`config.mk`:
```
export PLATFORM = sky130hd
export DESIGN_NAME = ps2_cpc_matrix_flat
export DESIGN_NICKNAME = d
export VERILOG_FILES = /design/src/rtl/ps2_cpc_pkg.sv /design/src/rtl/ps2_cpc_matrix_if.sv /design/src/rtl/ps2_rx.sv /design/src/rtl/ps2_cpc_matrix.sv /design/src/flat_wrapper.sv
export SDC_FILE = /design/constraint.sdc
export NUM_CORES = 1
export LEC_CHECK = 0
export CORE_MARGIN = 2
export CORE_UTILIZATION = 60
export DETAILED_ROUTE_END_ITERATION = 10
export PLACE_DENSITY = 0.95
export SKIP_CTS_REPAIR_TIMING = 1
export SYNTH_ARGS = -nofsm -noshare
export SYNTH_HDL_FRONTEND = slang
export SYNTH_SLANG_ARGS = --single-unit
```
`constraint.sdc`:
```
create_clock -name clk_i -period 7.5 [get_ports clk_i]
set_input_delay 0.75 -clock clk_i [delete_from_list [all_inputs] [get_ports clk_i]]
set_output_delay 0.75 -clock clk_i [all_outputs]
set_load 0.02 [all_outputs]
```
`src/rtl/ps2_cpc_pkg.sv`:
```
// Shared constants, receiver state type and the PS/2 set-2 to CPC matrix lookup.
// The table maps {extended, code} to a matrix index (row*8+col) or NO_KEY.
package ps2_cpc_pkg;

    localparam logic [7:0] PS2_EXT   = 8'hE0;
    localparam logic [7:0] PS2_BRK   = 8'hF0;
    localparam logic [7:0] PS2_PAUSE = 8'hE1;
    localparam logic [7:0] PS2_BAT   = 8'hAA;
    localparam int         MATRIX_W  = 80;
    localparam logic [6:0] NO_KEY    = 7'h7F;

    typedef enum logic [1:0] {RX_IDLE, RX_DATA, RX_PARITY, RX_STOP} rx_state_e;

    function automatic logic [6:0] scan_to_cpc(input logic ext, input logic [7:0] code);
        logic [6:0] idx;
        idx = NO_KEY;
        if (ext) begin
            case (code)
                8'h75: idx = 7'd0;   8'h74: idx = 7'd1;   8'h72: idx = 7'd2;
                8'h5A: idx = 7'd6;   8'h6B: idx = 7'd8;   8'h71: idx = 7'd16;
                8'h14: idx = 7'd23;
                default: idx = NO_KEY;
            endcase
        end else begin
            case (code)
                8'h05: idx = 7'd13;  8'h06: idx = 7'd14;  8'h11: idx = 7'd9;
                8'h54: idx = 7'd17;  8'h5A: idx = 7'd18;  8'h5B: idx = 7'd19;
                8'h12: idx = 7'd21;  8'h59: idx = 7'd21;  8'h5D: idx = 7'd22;
                8'h14: idx = 7'd23;  8'h55: idx = 7'd24;  8'h4E: idx = 7'd25;
                8'h4D: idx = 7'd27;  8'h4C: idx = 7'd28;  8'h52: idx = 7'd29;
                8'h4A: idx = 7'd30;  8'h49: idx = 7'd31;  8'h45: idx = 7'd32;
                8'h46: idx = 7'd33;  8'h44: idx = 7'd34;  8'h43: idx = 7'd35;
                8'h4B: idx = 7'd36;  8'h42: idx = 7'd37;  8'h3A: idx = 7'd38;
                8'h41: idx = 7'd39;  8'h3E: idx = 7'd40;  8'h3D: idx = 7'd41;
                8'h3C: idx = 7'd42;  8'h35: idx = 7'd43;  8'h33: idx = 7'd44;
                8'h3B: idx = 7'd45;  8'h31: idx = 7'd46;  8'h29: idx = 7'd47;
                8'h36: idx = 7'd48;  8'h2E: idx = 7'd49;  8'h2D: idx = 7'd50;
                8'h2C: idx = 7'd51;  8'h34: idx = 7'd52;  8'h2B: idx = 7'd53;
                8'h32: idx = 7'd54;  8'h2A: idx = 7'd55;  8'h25: idx = 7'd56;
                8'h26: idx = 7'd57;  8'h24: idx = 7'd58;  8'h1D: idx = 7'd59;
                8'h1B: idx = 7'd60;  8'h23: idx = 7'd61;  8'h21: idx = 7'd62;
                8'h22: idx = 7'd63;  8'h16: idx = 7'd64;  8'h1E: idx = 7'd65;
                8'h76: idx = 7'd66;  8'h15: idx = 7'd67;  8'h0D: idx = 7'd68;
                8'h1C: idx = 7'd69;  8'h58: idx = 7'd70;  8'h1A: idx = 7'd71;
                8'h66: idx = 7'd79;
                default: idx = NO_KEY;
            endcase
        end
        return idx;
    endfunction

endpackage

```
`src/rtl/ps2_cpc_matrix_if.sv`:
```
// PS/2 pin inputs and CPC matrix / event outputs of the keyboard block.
// slave is the matrix block's view, master the driving/observing side.
interface ps2_cpc_matrix_if;
    import ps2_cpc_pkg::*;

    logic                ps2_clk_i;
    logic                ps2_data_i;
    logic [MATRIX_W-1:0] keyboard_o;
    logic                key_event_o;
    logic [6:0]          key_index_o;
    logic                key_make_o;
    logic                frame_err_o;

    modport slave  (input  ps2_clk_i, ps2_data_i,
                    output keyboard_o, key_event_o, key_index_o, key_make_o, frame_err_o);
    modport master (output ps2_clk_i, ps2_data_i,
                    input  keyboard_o, key_event_o, key_index_o, key_make_o, frame_err_o);
endinterface

```
`src/rtl/ps2_rx.sv`:
```
// PS/2 frame receiver: 2-FF sync, ps2_clk glitch filter, 11-bit frame FSM, mid-frame timeout.
// valid_o/err_o are single-cycle pulses the cycle after the stop-bit falling edge; no backpressure.
module ps2_rx
    import ps2_cpc_pkg::*;
#(
    parameter int FILTER_LEN     = 8,
    parameter int TIMEOUT_CYCLES = 16000
) (
    input  logic       clk_i,
    input  logic       reset_i,
    input  logic       ps2_clk_i,
    input  logic       ps2_data_i,
    output logic [7:0] data_o,
    output logic       valid_o,
    output logic       err_o
);
    localparam int FW = $clog2(FILTER_LEN + 1);
    localparam int TW = $clog2(TIMEOUT_CYCLES + 1);

    logic [1:0]    clk_s_q, dat_s_q;
    logic          filt_q;
    logic [FW-1:0] fcnt_q;
    rx_state_e     state_q;
    logic [2:0]    bit_q;
    logic [7:0]    sr_q, data_q;
    logic          par_q, valid_q, err_q;
    logic [TW-1:0] tmo_q;
    logic          accept, fall, din;

    assign din    = dat_s_q[1];
    // A new level is taken only after FILTER_LEN consecutive differing samples.
    assign accept = (clk_s_q[1] != filt_q) && (fcnt_q == FW'(FILTER_LEN - 1));
    assign fall   = accept && filt_q;

    always_ff @(posedge clk_i or posedge reset_i) begin
        if (reset_i) begin
            clk_s_q <= 2'b11;
            dat_s_q <= 2'b11;
            filt_q  <= 1'b1;
            fcnt_q  <= '0;
            state_q <= RX_IDLE;
            bit_q   <= '0;
            sr_q    <= '0;
            par_q   <= 1'b0;
            tmo_q   <= '0;
            data_q  <= '0;
            valid_q <= 1'b0;
            err_q   <= 1'b0;
        end else begin
            clk_s_q <= {clk_s_q[0], ps2_clk_i};
            dat_s_q <= {dat_s_q[0], ps2_data_i};
            valid_q <= 1'b0;
            err_q   <= 1'b0;

            if (clk_s_q[1] == filt_q) begin
                fcnt_q <= '0;
            end else if (accept) begin
                filt_q <= clk_s_q[1];
                fcnt_q <= '0;
            end else begin
                fcnt_q <= fcnt_q + 1'b1;
            end

            if (state_q == RX_IDLE || fall) tmo_q <= '0;
            else                            tmo_q <= tmo_q + 1'b1;

            if (state_q != RX_IDLE && !fall && tmo_q == TW'(TIMEOUT_CYCLES - 1)) begin
                state_q <= RX_IDLE;
                err_q   <= 1'b1;
            end else if (fall) begin
                case (state_q)
                    RX_IDLE: begin
                        // A high start bit is line noise, not a frame.
                        if (!din) begin
                            state_q <= RX_DATA;
                            bit_q   <= '0;
                        end
                    end
                    RX_DATA: begin
                        sr_q  <= {din, sr_q[7:1]};
                        bit_q <= bit_q + 1'b1;
                        if (bit_q == 3'd7) state_q <= RX_PARITY;
                    end
                    RX_PARITY: begin
                        par_q   <= ^{din, sr_q};
                        state_q <= RX_STOP;
                    end
                    RX_STOP: begin
                        state_q <= RX_IDLE;
                        if (din && par_q) begin
                            valid_q <= 1'b1;
                            data_q  <= sr_q;
                        end else begin
                            err_q <= 1'b1;
                        end
                    end
                    default: state_q <= RX_IDLE;
                endcase
            end
        end
    end

    assign data_o  = data_q;
    assign valid_o = valid_q;
    assign err_o   = err_q;
endmodule

```
`src/rtl/ps2_cpc_matrix.sv`:
```
// PS/2 keyboard to CPC active-low 10x8 matrix: prefix decode, key lookup, matrix register.
// Matrix and event outputs update one cycle after a received byte; no backpressure.
module ps2_cpc_matrix
    import ps2_cpc_pkg::*;
#(
    parameter int FILTER_LEN     = 8,
    parameter int TIMEOUT_CYCLES = 16000
) (
    input  logic            clk_i,
    input  logic            reset_i,
    ps2_cpc_matrix_if.slave bus
);
    logic [7:0]          rx_data;
    logic                rx_vld, rx_err;
    logic [MATRIX_W-1:0] kbd_q;
    logic                event_q, make_q, ext_q, brk_q;
    logic [6:0]          index_q, idx_w;
    logic [2:0]          skip_q;

    ps2_rx #(.FILTER_LEN(FILTER_LEN), .TIMEOUT_CYCLES(TIMEOUT_CYCLES)) u_rx (
        .clk_i      (clk_i),
        .reset_i    (reset_i),
        .ps2_clk_i  (bus.ps2_clk_i),
        .ps2_data_i (bus.ps2_data_i),
        .data_o     (rx_data),
        .valid_o    (rx_vld),
        .err_o      (rx_err)
    );

    assign idx_w = scan_to_cpc(ext_q, rx_data);

    always_ff @(posedge clk_i or posedge reset_i) begin
        if (reset_i) begin
            kbd_q   <= '1;
            event_q <= 1'b0;
            index_q <= '0;
            make_q  <= 1'b0;
            ext_q   <= 1'b0;
            brk_q   <= 1'b0;
            skip_q  <= '0;
        end else begin
            event_q <= 1'b0;
            if (rx_err) begin
                ext_q <= 1'b0;
                brk_q <= 1'b0;
            end else if (rx_vld) begin
                // Pause sends E1 plus seven bytes that carry no key state.
                if (skip_q != 3'd0) begin
                    skip_q <= skip_q - 1'b1;
                end else begin
                    case (rx_data)
                        PS2_EXT:   ext_q  <= 1'b1;
                        PS2_BRK:   brk_q  <= 1'b1;
                        PS2_PAUSE: skip_q <= 3'd7;
                        PS2_BAT, 8'hFC, 8'h00, 8'hFF: begin
                            kbd_q <= '1;
                            ext_q <= 1'b0;
                            brk_q <= 1'b0;
                        end
                        default: begin
                            ext_q <= 1'b0;
                            brk_q <= 1'b0;
                            if (idx_w != NO_KEY) begin
                                kbd_q[idx_w] <= brk_q;
                                event_q      <= 1'b1;
                                index_q      <= idx_w;
                                make_q       <= ~brk_q;
                            end
                        end
                    endcase
                end
            end
        end
    end

    assign bus.keyboard_o  = kbd_q;
    assign bus.key_event_o = event_q;
    assign bus.key_index_o = index_q;
    assign bus.key_make_o  = make_q;
    assign bus.frame_err_o = rx_err;
endmodule
```
`src/flat_wrapper.sv`:
```
// flat-port wrapper written by rule: the top's interface ports become plain ports
module ps2_cpc_matrix_flat import ps2_cpc_pkg::*;
#(
    parameter int FILTER_LEN     = 8,
    parameter int TIMEOUT_CYCLES = 16000
)
  (clk_i, reset_i, bus_ps2_clk_i, bus_ps2_data_i, bus_keyboard_o, bus_key_event_o, bus_key_index_o, bus_key_make_o, bus_frame_err_o);
  ps2_cpc_matrix_if bus_i ();
  input  logic clk_i;
  input  logic reset_i;
  input wire logic [$bits(bus_i.ps2_clk_i)-1:0] bus_ps2_clk_i;
  input wire logic [$bits(bus_i.ps2_data_i)-1:0] bus_ps2_data_i;
  output wire logic [$bits(bus_i.keyboard_o)-1:0] bus_keyboard_o;
  output wire logic [$bits(bus_i.key_event_o)-1:0] bus_key_event_o;
  output wire logic [$bits(bus_i.key_index_o)-1:0] bus_key_index_o;
  output wire logic [$bits(bus_i.key_make_o)-1:0] bus_key_make_o;
  output wire logic [$bits(bus_i.frame_err_o)-1:0] bus_frame_err_o;
  assign bus_i.ps2_clk_i = bus_ps2_clk_i;
  assign bus_i.ps2_data_i = bus_ps2_data_i;
  assign bus_keyboard_o = bus_i.keyboard_o;
  assign bus_key_event_o = bus_i.key_event_o;
  assign bus_key_index_o = bus_i.key_index_o;
  assign bus_key_make_o = bus_i.key_make_o;
  assign bus_frame_err_o = bus_i.frame_err_o;
  ps2_cpc_matrix #(.FILTER_LEN(FILTER_LEN), .TIMEOUT_CYCLES(TIMEOUT_CYCLES)) u_core (.clk_i(clk_i), .reset_i(reset_i), .bus(bus_i));
endmodule
```
Word level (Yosys, flattened, before mapping). Memory sizes are Yosys's and may differ from the RTL's. Cells that the tools add are included.

Logic and storage cells: 136. Bits in read-only memories: 896. Input bits: 4. Memories kept: 1. Bits in registers: 141. Output and inout bits: 90.

Memory list: (name not given) (depth 128, bits a word 7, rd ports 1, clocked after memory_dff 0, write ports 0, RTL line ps2_cpc_pkg.sv:25) `case (code)`.

Bitwise logic cells: 7. Multiplexer cells: 41. $add $sub $neg: 4. $lt $le $gt $ge: 2. Reductions and logical operators: 34. Equality and inequality tests: 28.

Operators with widths (count): $pmux W80 S2 (1); $bwmux W80 (1); $mux W80 (1); $pmux W7 S7 (1); $eq A8 B7 Y1 const B (6); $eq A8 B8 Y1 const B (6); $mux W1 (20); $reduce_and A3 Y1 (6); $add A14 B1 Y14 const B (1); $eq A14 B14 Y1 const B (1); $mux W14 (1); $mux W7 (2); $reduce_bool A2 Y1 (6); $reduce_and A5 Y1 (2); $mux W3 (3); $reduce_xor A9 Y1 (1); $eq A8 B5 Y1 const B (1); $logic_not A8 Y1 (1); $lt A7 B8 Y1 const B (1); $mux W2 (4); $mux W4 (2); $pmux W2 S4 (1); $reduce_and A4 Y1 (2); $demux W1 S7 (1); other kinds (28) (44).

Logic depth before layout (Yosys ltp). Gate-level depths: netlist of the first run.

Depth after elaboration: 10. Gate-level depth with buffers: 16. Depth with buffers taken out: 11.

Modules after synthesis. A second synthesis of the first run with hierarchy kept.

Cell total of the unflattened synthesis: 826. Area total of the unflattened synthesis: 8414.3 µm².

By module, submodules not included: ps2_cpc_matrix (cells each 647, times used 1, seq. area each 2452.4 µm², area each 6234.7 µm²); ps2_rx (cells each 179, times used 1, seq. area each 1182.4 µm², area each 2179.6 µm²).

Least setup slack after synthesis of the first run. Ideal clock, no wire load.

Path type: register -> register. Start: reg u_core.u_rx.data_q[1], in the netlist u_core.u_rx.data_o[1]. End: reg u_core.kbd_q[9], in the netlist u_core.bus.keyboard_o[9]. Stages on the path, launching flop included: 13. Period minus slack after synthesis: 3469 ps. Buffers on the path: 3. Path slack: 4031 ps. Arrival: 3372 ps. Data required time: 7402 ps. Library setup time: 98 ps. Path through: dfrtp_1 clkbuf_1 inv_1 ha_1 clkbuf_1 nor3b_1 a2111o_1 a2111oi_4 a311oi_4 or3b_2 buf_2 nor2_1 a21oi_1.

Cells in the longest elaborated chain, start to end: 10. Elaborated cells on any way between the ends: 32. Those cells by class: order compare: 2; eq/ne: 14; mux: 8; bitwise: 1; reduce/logical: 6; memory: 1.

Ends and longest elaborated chain: start, declared (RTL line ps2_rx.sv:25) `logic [7:0] sr_q, data_q;`; start signal, assigned (RTL line ps2_rx.sv:92) `data_q <= sr_q;`; $mem_v2 Z128 W7, or another cell as far along; $mux W7 / $pmux W7 S7 (equally long branches) (RTL line ps2_cpc_pkg.sv:25, ps2_cpc_pkg.sv:18); $mux W7 (RTL line ps2_cpc_pkg.sv:17) `if (ext) begin`; $lt A7 B8 Y1 (implied by the code) / $ge A7 B1 Y1 (equally long branches) (RTL line ps2_cpc_matrix.sv:64) `kbd_q[idx_w] <= brk_q;`; $logic_and A1 B1 Y1 (implied by the code) (RTL line ps2_cpc_matrix.sv:64); $mux W1 (implied by the code) (RTL line ps2_cpc_matrix.sv:64); $demux W1 S7; $bwmux W80 (RTL line ps2_cpc_matrix.sv:64); $mux W80 (RTL line ps2_cpc_matrix.sv:63) `if (idx_w != NO_KEY) begin`; $pmux W80 S2 (RTL line ps2_cpc_matrix.sv:51) `case (rx_data)`; end signal, assigned by index (RTL line ps2_cpc_matrix.sv:64); end, declared (RTL line ps2_cpc_matrix.sv:15) `logic [MATRIX_W-1:0] kbd_q;`.

Parallel ways exist; a longest one is shown, timed or not. The select of a mux whose other input is x is not followed. A chain may end at the register's enable or synchronous reset.

Worst setup path in the final report of the first run.
Start: reg u_core.u_rx.data_q[1], in the netlist u_core.u_rx.data_o[1]. End: reg u_core.kbd_q[28], in the netlist u_core.bus.keyboard_o[28].

Same word-level chain as after synthesis.

==> impl_metrics.env, run 1 <==
export IMPL_nets=946
export IMPL_post_route_period_util=0.642
export IMPL_synth_area_leaders="dfstp_2, dfrtp_1, a21oi_1, o21ai_0, nor2_1"
export IMPL_r2r_start="u_core.u_rx.data_o[1]"
export IMPL_synth_nets=891
export IMPL_cp_required_ps=7850
export IMPL_cts_root_buf="clkbuf_16"
export IMPL_boundaryPins=94
export IMPL_yosysMostFrequentCell="a21oi_1"
export IMPL_netSwitchingPower_uw=370
export IMPL_port_buffers=93
export IMPL_tightest_slew_ps=1270
export IMPL_drc=0
export IMPL_clock_path_buffers=2
export IMPL_regArea_mm2=0.00363
export IMPL_fin_area_mm2=0.00967
export IMPL_grt_max_degree=80
export IMPL_utilization=0.727
export IMPL_yosysTopAreaCell="dfstp_2"
export IMPL_drive_gt1_frac=0.186
export IMPL_r2r_setup_slack_ps=2690
export IMPL_hold_path_class="reg2reg"
export IMPL_synth_ff_latch_count=141
export IMPL_vdd_drop_max_mv=0.182
export IMPL_critPathLaunchType="flop"
export IMPL_yosysSeqAreaShare=0.443
export IMPL_clock_sinks=141
export IMPL_synthCells=870
export IMPL_p_clk_frac=0.502
export IMPL_cp_max_fo=46
export IMPL_syn_to_final_growth_pct=17.7
export IMPL_multiInputGateArea_mm2=0.00416
export IMPL_drt_vias_per_instance=6.81
export IMPL_die_w_um=121
export IMPL_crit_type="reg2reg"
export IMPL_power_density_mw_per_mm2=171
export IMPL_antenna_found_initial=0
export IMPL_clk_pin_slew_ps=60
export IMPL_rows=42
export IMPL_numCtsBuffers=17
export IMPL_synth_edf_count=0
export IMPL_grt_use_total=0.335
export IMPL_first_pass_iters=6
export IMPL_place_congestion=0.975
export IMPL_synth_area_mm2=0.00821
export IMPL_fin_cells=1114
export IMPL_worstSkewPairLatency_ps=430
export IMPL_p_seq_frac=0.475
export IMPL_place_hpwl_um=15100
export IMPL_combinationalPowerShare=0.024
export IMPL_die_area_mm2=0.0146
export IMPL_tritoncts="yes"
export IMPL_p_leak_uw=0.00384
export IMPL_grt_pass1_wl_um=38200
export IMPL_ys_flop_type="dfstp_2"
export IMPL_hold_path_end="u_core.u_rx.clk_s_q[1]"
export IMPL_synthArstFlopShare=1.00
export IMPL_hold_depth=0
export IMPL_rsz0062_at_grt="false"
export IMPL_sw_frac_of_total=0.224
export IMPL_timing_rr_end="u_core.bus.keyboard_o[28]"
export IMPL_status="finished clean"
export IMPL_synth_top_area_frac=0.272
export IMPL_setup_tns_ps=0
export IMPL_grt_overflow_total=0
export IMPL_core_mm2=0.0133
export IMPL_htree_num_levels=4
export IMPL_grt_pass1_vias=7219
export IMPL_internal_power_uw=1280
export IMPL_synthTopCellsByCount="a21oi_1, dfstp_2, nor2_1, o21ai_0, dfrtp_1"
export IMPL_setup_violations=0
export IMPL_num_vias=7591
export IMPL_period_needed_ps=4810
export IMPL_slew_headroom=0.151
export IMPL_hold_viol=0
export IMPL_drt_total_wl_um=24100
export IMPL_hp_start="u_core.u_rx.clk_s_q[0]"
export IMPL_routedWlPerCell_um=21.6
export IMPL_maxCapViolations=0
export IMPL_ys_types=80
export IMPL_dp_cells=1082
export IMPL_cp_arrival_ps=5160
export IMPL_setup_worst_path_end_class="flop"
export IMPL_die_h_um=121
export IMPL_clock_skew_ps=10.1
export IMPL_r2r_cells=11
export IMPL_nFillCells=875
export IMPL_ys_warn_count=0
export IMPL_avgSynthCellArea_um2=9.44
export IMPL_start_util=0.618
export IMPL_drtAntennaViolNets=0
export IMPL_place_area_mm2=0.00908
export IMPL_n_antenna_cell=0
export IMPL_drtIter0Drc=1195
export IMPL_slew_violations=0
export IMPL_fmax_ghz=0.208
cell usage in the layout (no fill, tap or decap), types with 5 or more instances in the layout:
cell type	count
nor2_1	68
inv_1	22
dfstp_2	85
a21o_1	6
xnor2_1	11
ha_1	17
or3b_2	5
dfrtp_1	56
xor2_1	11
clkbuf_16	17
o21ai_0	68
nand3_1	17
buf_4	6
a2bb2oi_1	19
and2_1	6
a31oi_1	6
nand4_1	12
nor2b_1	20
mux2_2	16
o21a_1	5
and3_1	8
a211oi_1	12
or3_1	6
nand3b_1	10
nand2_1	53
clkdlybuf4s50_1	93
a21oi_1	126
nor3_1	18
nand2b_1	24
how the worst max path moves through the flow:
stage,cells after the start,slack [ps],from,end
after global placement,11,3030,u_core.u_rx.data_o[1],u_core.bus.keyboard_o[28]
final,11,2690,u_core.u_rx.data_o[1],u_core.bus.keyboard_o[28]
after global routing,11,2230,u_core.u_rx.data_o[1],u_core.bus.keyboard_o[67]
after detailed placement,11,2940,u_core.u_rx.data_o[1],u_core.bus.keyboard_o[29]
after floorplan,1,3110,reset_i,u_core.brk_q
after CTS,11,2840,u_core.u_rx.data_o[1],u_core.bus.keyboard_o[28]
metal layers:
metal / routed length (µm) / share of wire / up-vias / track usage
li1: - / - / 3270 / -
met1: 8960 / 0.37 / 3642 / 0.421
met2: 11500 / 0.48 / 566 / 0.537
met3: 2550 / 0.11 / 113 / 0.0968
met4: 1070 / 0.044 / 0 / 0.153
met5: 0 / 0 / - / 0
sequential cells by signal, indices dropped and copies added, names as in the netlist, 2 cells and up:
signal	cells
u_core.u_rx.clk_s_q	2
u_core.u_rx.dat_s_q	2
u_core.skip_q	3
u_core.u_rx.tmo_q	14
u_core.u_rx.fcnt_q	4
u_core.bus.key_index_o	7
u_core.u_rx.state_q	2
u_core.u_rx.data_o	8
u_core.bus.keyboard_o	80
u_core.u_rx.bit_q	3
u_core.u_rx.sr_q	8
per-stage QoR:
| stage | power (µW) | setup slack (ps) | hold slack [ps] |
|---|---|---|---|
| floorplan | 821 | 3110 | 345 |
| CTS | 1650 | 2840 | 361 |
| detailed placement | 834 | 2940 | 353 |
| global placement | 830 | 3030 | 346 |
| global route | 1700 | 2230 | 364 |
| finish | 1650 | 2690 | 359 |
final cells by class:
type                    instances  share of cell area
inverters                      23             0.00919
multi-input cells             643               0.431
clock inverters                11              0.0109
flip-flops and latches        141               0.376
well taps                     176              0.0228
clock buffers                  21              0.0497
repair buffers                 99               0.101
critical path: stages, from the launching register on:
cell       delay (ps)
dfrtp_1           530
inv_1             210
ha_1              550
nand2_1           240
a2111oi_0         660
nor4_1            140
o21ai_0           230
and2_1            440
nor3_4            180
a31oi_4          1030
o21ai_0           280
a22oi_1           220
power groups by stage:
| stage | clock, µW | combinational [µW] | sequential (µW) |
|---|---|---|---|
| CTS | 826 | 41.4 | 784 |
| finish | 829 | 39.1 | 784 |
| floorplan | 0 | 28.3 | 793 |
| global route | 866 | 45.1 | 786 |
| detailed placement | 0 | 38.4 | 795 |
| global placement | 0 | 36.1 | 794 |
kinds of logic after synthesis:
kind of cell    after synthesis  synth area share
xor+xnor                     22            0.0235
fa+ha+maj                    17            0.0259
mux                          20            0.0268
flops                       141             0.443
simple gates                291             0.202
buf+inv                      86            0.0509
compound gates              293             0.229
(Power assumes the default switching activity.)
==> inputs of run 2 (changes only) <==
--- a/config.mk
+++ b/config.mk
@@ -6,9 +6,9 @@
 export NUM_CORES = 1
 export LEC_CHECK = 0
 export CORE_MARGIN = 2
-export CORE_UTILIZATION = 60
+export CORE_UTILIZATION = 57
 export DETAILED_ROUTE_END_ITERATION = 10
-export PLACE_DENSITY = 0.95
+export PLACE_DENSITY = 0.91
 export SKIP_CTS_REPAIR_TIMING = 1
 export SYNTH_ARGS = -nofsm -noshare
 export SYNTH_HDL_FRONTEND = slang
==> constraint.sdc (replaced) <==
create_clock -name clk_i -period 4.6 [get_ports clk_i]
set_input_delay 0.46 -clock clk_i [delete_from_list [all_inputs] [get_ports clk_i]]
set_output_delay 0.46 -clock clk_i [all_outputs]
set_load 0.02 [all_outputs]
==> run 2 against run 1 <==
  * Cell count is 1.9% higher
  * Combinational power is 57% higher
  * Setup slack worse by 2300 ps
  * Critical path type unchanged
  * Largest cell class unchanged
  * Largest power group unchanged
  * Highest routed layer unchanged
==> impl_metrics.env, run 2 (synthesis results as in run 1) <==
export IMPL_n_antenna_cell=0
export IMPL_final_cell_mix="a21oi_1, clkdlybuf4s50_1, dfstp_2, nor2_1, o21ai_0"
export IMPL_num_vias=7558
export IMPL_dp_cells=1103
export IMPL_status="finished clean"
export IMPL_cp_arrival_ps=4590
export IMPL_vdd_drop_max_mv=0.331
export IMPL_drtIter0Drc=982
export IMPL_routedWlPerCell_um=20.9
export IMPL_worstSkewPairLatency_ps=430
export IMPL_final_common_cell="a21oi_1"
export IMPL_grt_max_degree=87
export IMPL_die_h_um=124
export IMPL_setup_worst_path_end_class="flop"
export IMPL_nFillCells=960
export IMPL_rsz0062_at_grt="false"
export IMPL_drc=0
export IMPL_setup_tns_ps=0
export IMPL_power_density_mw_per_mm2=273
export IMPL_largest_register_ff_count=80
export IMPL_maxCapViolations=0
export IMPL_tightest_slew_ps=1010
export IMPL_post_route_period_util=0.922
export IMPL_grt_pass1_vias=7370
export IMPL_rows=43
export IMPL_numCtsBuffers=17
export IMPL_first_pass_iters=7
export IMPL_p_leak_uw=0.00392
export IMPL_tritoncts="yes"
export IMPL_r2r_start="u_core.u_rx.data_o[1]"
export IMPL_hp_start="u_core.u_rx.clk_s_q[0]"
export IMPL_cts_root_buf="clkbuf_16"
export IMPL_start_util=0.587
export IMPL_critPathLaunchType="flop"
export IMPL_htree_num_levels=4
export IMPL_hold_viol=0
export IMPL_startpoint="u_core.u_rx.data_o[1]"
export IMPL_die_area_mm2=0.0154
export IMPL_die_w_um=124
export IMPL_drtAntennaViolNets=0
export IMPL_drive_gt1_frac=0.199
export IMPL_place_congestion=0.938
export IMPL_place_hpwl_um=15600
export IMPL_hold_path_class="reg2reg"
export IMPL_core_mm2=0.0140
export IMPL_boundaryPins=94
export IMPL_syn_to_final_growth_pct=19.5
export IMPL_clock_path_buffers=2
export IMPL_grt_overflow_total=0
export IMPL_fin_ws_ps=357
export IMPL_drt_total_wl_um=23700
export IMPL_cp_required_ps=4950
export IMPL_clock_skew_ps=7.88
export IMPL_drt_vias_per_instance=6.66
export IMPL_clk_pin_slew_ps=60
export IMPL_period_needed_ps=4240
export IMPL_fmax_ghz=0.236
export IMPL_slew_headroom=0.327
export IMPL_crit_type="reg2reg"
export IMPL_fin_cells=1135
export IMPL_nets=963
export IMPL_grt_use_total=0.320
export IMPL_grt_pass1_wl_um=37700
export IMPL_cp_max_fo=23
export IMPL_port_buffers=93
export IMPL_dp_slack_ps=520
export IMPL_clock_sinks=141
export IMPL_antenna_found_initial=0
export IMPL_setup_violations=0
export IMPL_hold_ws_ps=357
export IMPL_slew_violations=0
run 2: changes by cell type in the layout (fill, tap and decap cells not counted):
cell        previous run  this run
inv_6                  3         1
clkinvlp_4             1         3
buf_12                 0         2
clkinv_4               3         2
buf_4                  6        21
clkbuf_8               4         0
bufinv_16              1         2
inv_8                  0         1
clkinv_2               3         5
clkbuf_1               0         1
run 2: final cells by class:
class | instances | area (µm²) | area share
clock buffers | 18 | 429 | 0.0437
clock inverters | 14 | 145 | 0.0148
inverters | 23 | 88.8 | 0.00905
multi-input cells | 643 | 4160 | 0.424
flip-flops and latches | 141 | 3630 | 0.370
well taps | 180 | 225 | 0.0229
repair buffers | 116 | 1130 | 0.115
run 2: worst paths after layout:
| path | end | slack [ps] | cells past startpoint |
|---|---|---|---|
| setup / recovery | u_core.bus.keyboard_o[54] | 360 | 11 |
| hold / removal | u_core.u_rx.clk_s_q[1] | 360 | 0 |
| setup reg to reg | u_core.bus.keyboard_o[54] | 360 | 11 |
| hold reg to reg | u_core.u_rx.clk_s_q[1] | 360 | 0 |
| max in group asynchronous | u_core.bus.keyboard_o[71] | 2920 | 3 |
| min in group asynchronous | u_core.u_rx.tmo_q[2] | 650 | 2 |
run 2: power by group:
part | internal (µW) | leakage (µW) | total, µW | switching (µW)
Clock | 798 | 0.000278 | 1340 | 545
Sequential | 1260 | 0.00166 | 1280 | 12.9
Combinational | 21.5 | 0.00198 | 61.2 | 39.7
run 2: worst max-delay path, stage by stage (launching register included):
cell       delay [ps]
dfrtp_1           610
inv_1             200
ha_1              440
nand2_1           240
a2111oi_0         150
or4_4             630
o311ai_1          130
o211a_1           390
nor2b_4           460
a31o_2            580
nor2_1            130
o22a_1            200
run 2: routing by layer:
layer / track usage / wire (µm)
met1: 0.419 / 9170
met2: 0.503 / 11400
met3: 0.0746 / 2330
met4: 0.155 / 849
met5: 0 / 0
run 2: through the flow:
stage | instance area [µm²] | utilization | power [µW]
floorplan | 8210 | - | 1340
global route | 9810 | 0.702 | 2760
CTS | 9810 | 0.702 | 2690
finish | 9810 | 0.702 | 2680
detailed placement | 9240 | 0.661 | 1360
global placement | 9240 | 0.661 | 1360
==> inputs of run 3 (changes only) <==
--- a/config.mk
+++ b/config.mk
@@ -5,7 +5,7 @@
 export SDC_FILE = /design/constraint.sdc
 export NUM_CORES = 1
 export LEC_CHECK = 0
-export CORE_MARGIN = 2
+export CORE_MARGIN = 5
 export CORE_UTILIZATION = 57
 export DETAILED_ROUTE_END_ITERATION = 10
 export PLACE_DENSITY = 0.91
==> run 3 against run 2 <==
  * Setup slack better by 93 ps
  * Worst hold slack lost 2.1 ps
  * Largest power group unchanged
  * Total power up 1.1%
  * Sequential power is essentially flat
  * Final area is 0.73% higher
  * Clock skew is essentially flat
  * Largest cell class unchanged
  * Cell count is 0.18% higher
==> impl_metrics.env, run 3 (synthesis results as in run 1) <==
export IMPL_status="finished clean"
export IMPL_hold_viol=0
export IMPL_drt_vias_per_instance=6.49
export IMPL_numCtsBuffers=17
export IMPL_clock_path_buffers=2
export IMPL_netSwitchingPower_uw=620
export IMPL_die_area_mm2=0.0169
export IMPL_clock_skew_ps=8.19
export IMPL_grt_use_total=0.286
export IMPL_drtIter0Drc=861
export IMPL_core_mm2=0.0140
export IMPL_start_util=0.587
export IMPL_drt_total_wl_um=23500
export IMPL_drc=0
export IMPL_critPathLaunchType="flop"
export IMPL_r2r_setup_slack_ps=450
export IMPL_grtUsageMet2=0.466
export IMPL_top_usage_layer="met2"
export IMPL_htree_num_levels=4
export IMPL_die_w_um=130
export IMPL_grt_util_met1=0.373
export IMPL_combinationalPowerShare=0.023
export IMPL_power_density_mw_per_mm2=274
export IMPL_clk_pin_slew_ps=70
export IMPL_largest_register_ff_count=80
export IMPL_n_antenna_cell=0
export IMPL_slew_headroom=0.486
export IMPL_r2r_cells=10
export IMPL_cp_max_fo=13
export IMPL_met3_usage=0.0602
export IMPL_hold_depth=0
export IMPL_cp_required_ps=4910
export IMPL_hold_ws_ps=355
export IMPL_sw_frac_of_total=0.229
export IMPL_tritoncts="yes"
export IMPL_setup_worst_path_end_class="flop"
export IMPL_final_cell_mix="a21oi_1, clkdlybuf4s50_1, dfstp_2, nor2_1, o21ai_0"
export IMPL_place_congestion=0.994
export IMPL_antenna_found_initial=0
export IMPL_internal_power_uw=2090
export IMPL_port_buffers=93
export IMPL_drive_gt1_frac=0.203
export IMPL_worstSkewPairLatency_ps=430
export IMPL_boundaryPins=94
export IMPL_post_route_period_util=0.902
export IMPL_num_vias=7382
export IMPL_crit_type="reg2reg"
export IMPL_setup_violations=0
export IMPL_cp_arrival_ps=4460
export IMPL_setup_tns_ps=0
export IMPL_period_needed_ps=4150
export IMPL_rows=43
export IMPL_p_clk_frac=0.505
export IMPL_drtAntennaViolNets=0
export IMPL_cts_root_buf="clkbuf_16"
export IMPL_die_h_um=130
export IMPL_grt_pass1_vias=7343
export IMPL_r2r_start="u_core.u_rx.data_o[1]"
export IMPL_grt_max_degree=142
export IMPL_slew_violations=0
export IMPL_routedWlPerCell_um=20.7
export IMPL_vdd_drop_max_mv=0.349
export IMPL_hp_start="u_core.u_rx.dat_s_q[0]"
export IMPL_grt_overflow_total=0
export IMPL_rsz0062_at_grt="false"
export IMPL_place_hpwl_um=15800
export IMPL_p_leak_uw=0.00395
export IMPL_p_seq_frac=0.472
export IMPL_tightest_slew_ps=771
export IMPL_grt_pass1_wl_um=38100
export IMPL_maxCapViolations=0
export IMPL_hold_path_class="reg2reg"
export IMPL_final_common_cell="a21oi_1"
export IMPL_first_pass_iters=6
export IMPL_fmax_ghz=0.241
export IMPL_syn_to_final_growth_pct=20.4
export IMPL_startpoint="u_core.u_rx.data_o[1]"
export IMPL_nets=965
export IMPL_clock_sinks=141
-- run 3: cell types whose count changed in the layout (fill, tap and decap cells not counted), sizes merged --
cell | before | now
clkbuf | 18 | 20
bufinv | 2 | 1
buf | 23 | 25
clkinvlp | 3 | 2
clkinv | 7 | 3
inv | 25 | 29
-- run 3: final cells by class --
class / instances / area, µm²
clock buffers: 20 / 468
clock inverters: 12 / 126
fillers: 971 / 4100
inverters: 23 / 88.8
multi-input cells: 643 / 4170
flip-flops and latches: 141 / 3630
well taps: 180 / 225
repair buffers: 118 / 1170
-- run 3: stage by stage --
stage	cells	setup WS, ps	total power, µW	area (µm²)	util
finish	1137	450	2710	9890	0.707
global route	1137	167	2790	9890	0.707
CTS	1137	170	2720	9870	0.706
detailed placement	1105	257	1360	9280	0.663
global placement	1105	373	1360	9280	0.663
floorplan	870	499	1340	8210	-
-- run 3: path summary, 6_finish.rpt --
check                                           end
max                        u_core.bus.keyboard_o[1]
min                          u_core.u_rx.dat_s_q[1]
max in group asynchronous       u_core.u_rx.sr_q[0]
max reg2reg                u_core.bus.keyboard_o[1]
min reg2reg                  u_core.u_rx.dat_s_q[1]
min in group asynchronous      u_core.u_rx.tmo_q[2]
-- run 3: worst max-delay path, stage by stage (launching register included) --
cell       delay [ps]
dfrtp_1           640
inv_1             220
ha_1              560
nor3b_1           100
a2111o_1          470
a2111oi_4         420
a311oi_4          100
buf_4             210
or3b_2            620
nor2_1            480
a21oi_1           200
-- run 3: power by group through the flow --
stage | combinational (µW) | clock, µW | sequential (µW)
2_1_floorplan | 46.1 | 0 | 1290
3_3_place_gp | 60.4 | 0 | 1290
3_5_place_dp | 63.0 | 0 | 1300
4_1_cts | 65.7 | 1380 | 1280
5_1_grt | 73.7 | 1440 | 1280
6_report | 63.6 | 1370 | 1280
-- run 3: routing by layer --
layer / up-vias / wire length (µm)
li1: 3303 / -
met1: 3585 / 9080
met2: 425 / 11500
met3: 69 / 2160
met4: 0 / 724
met5: - / 0
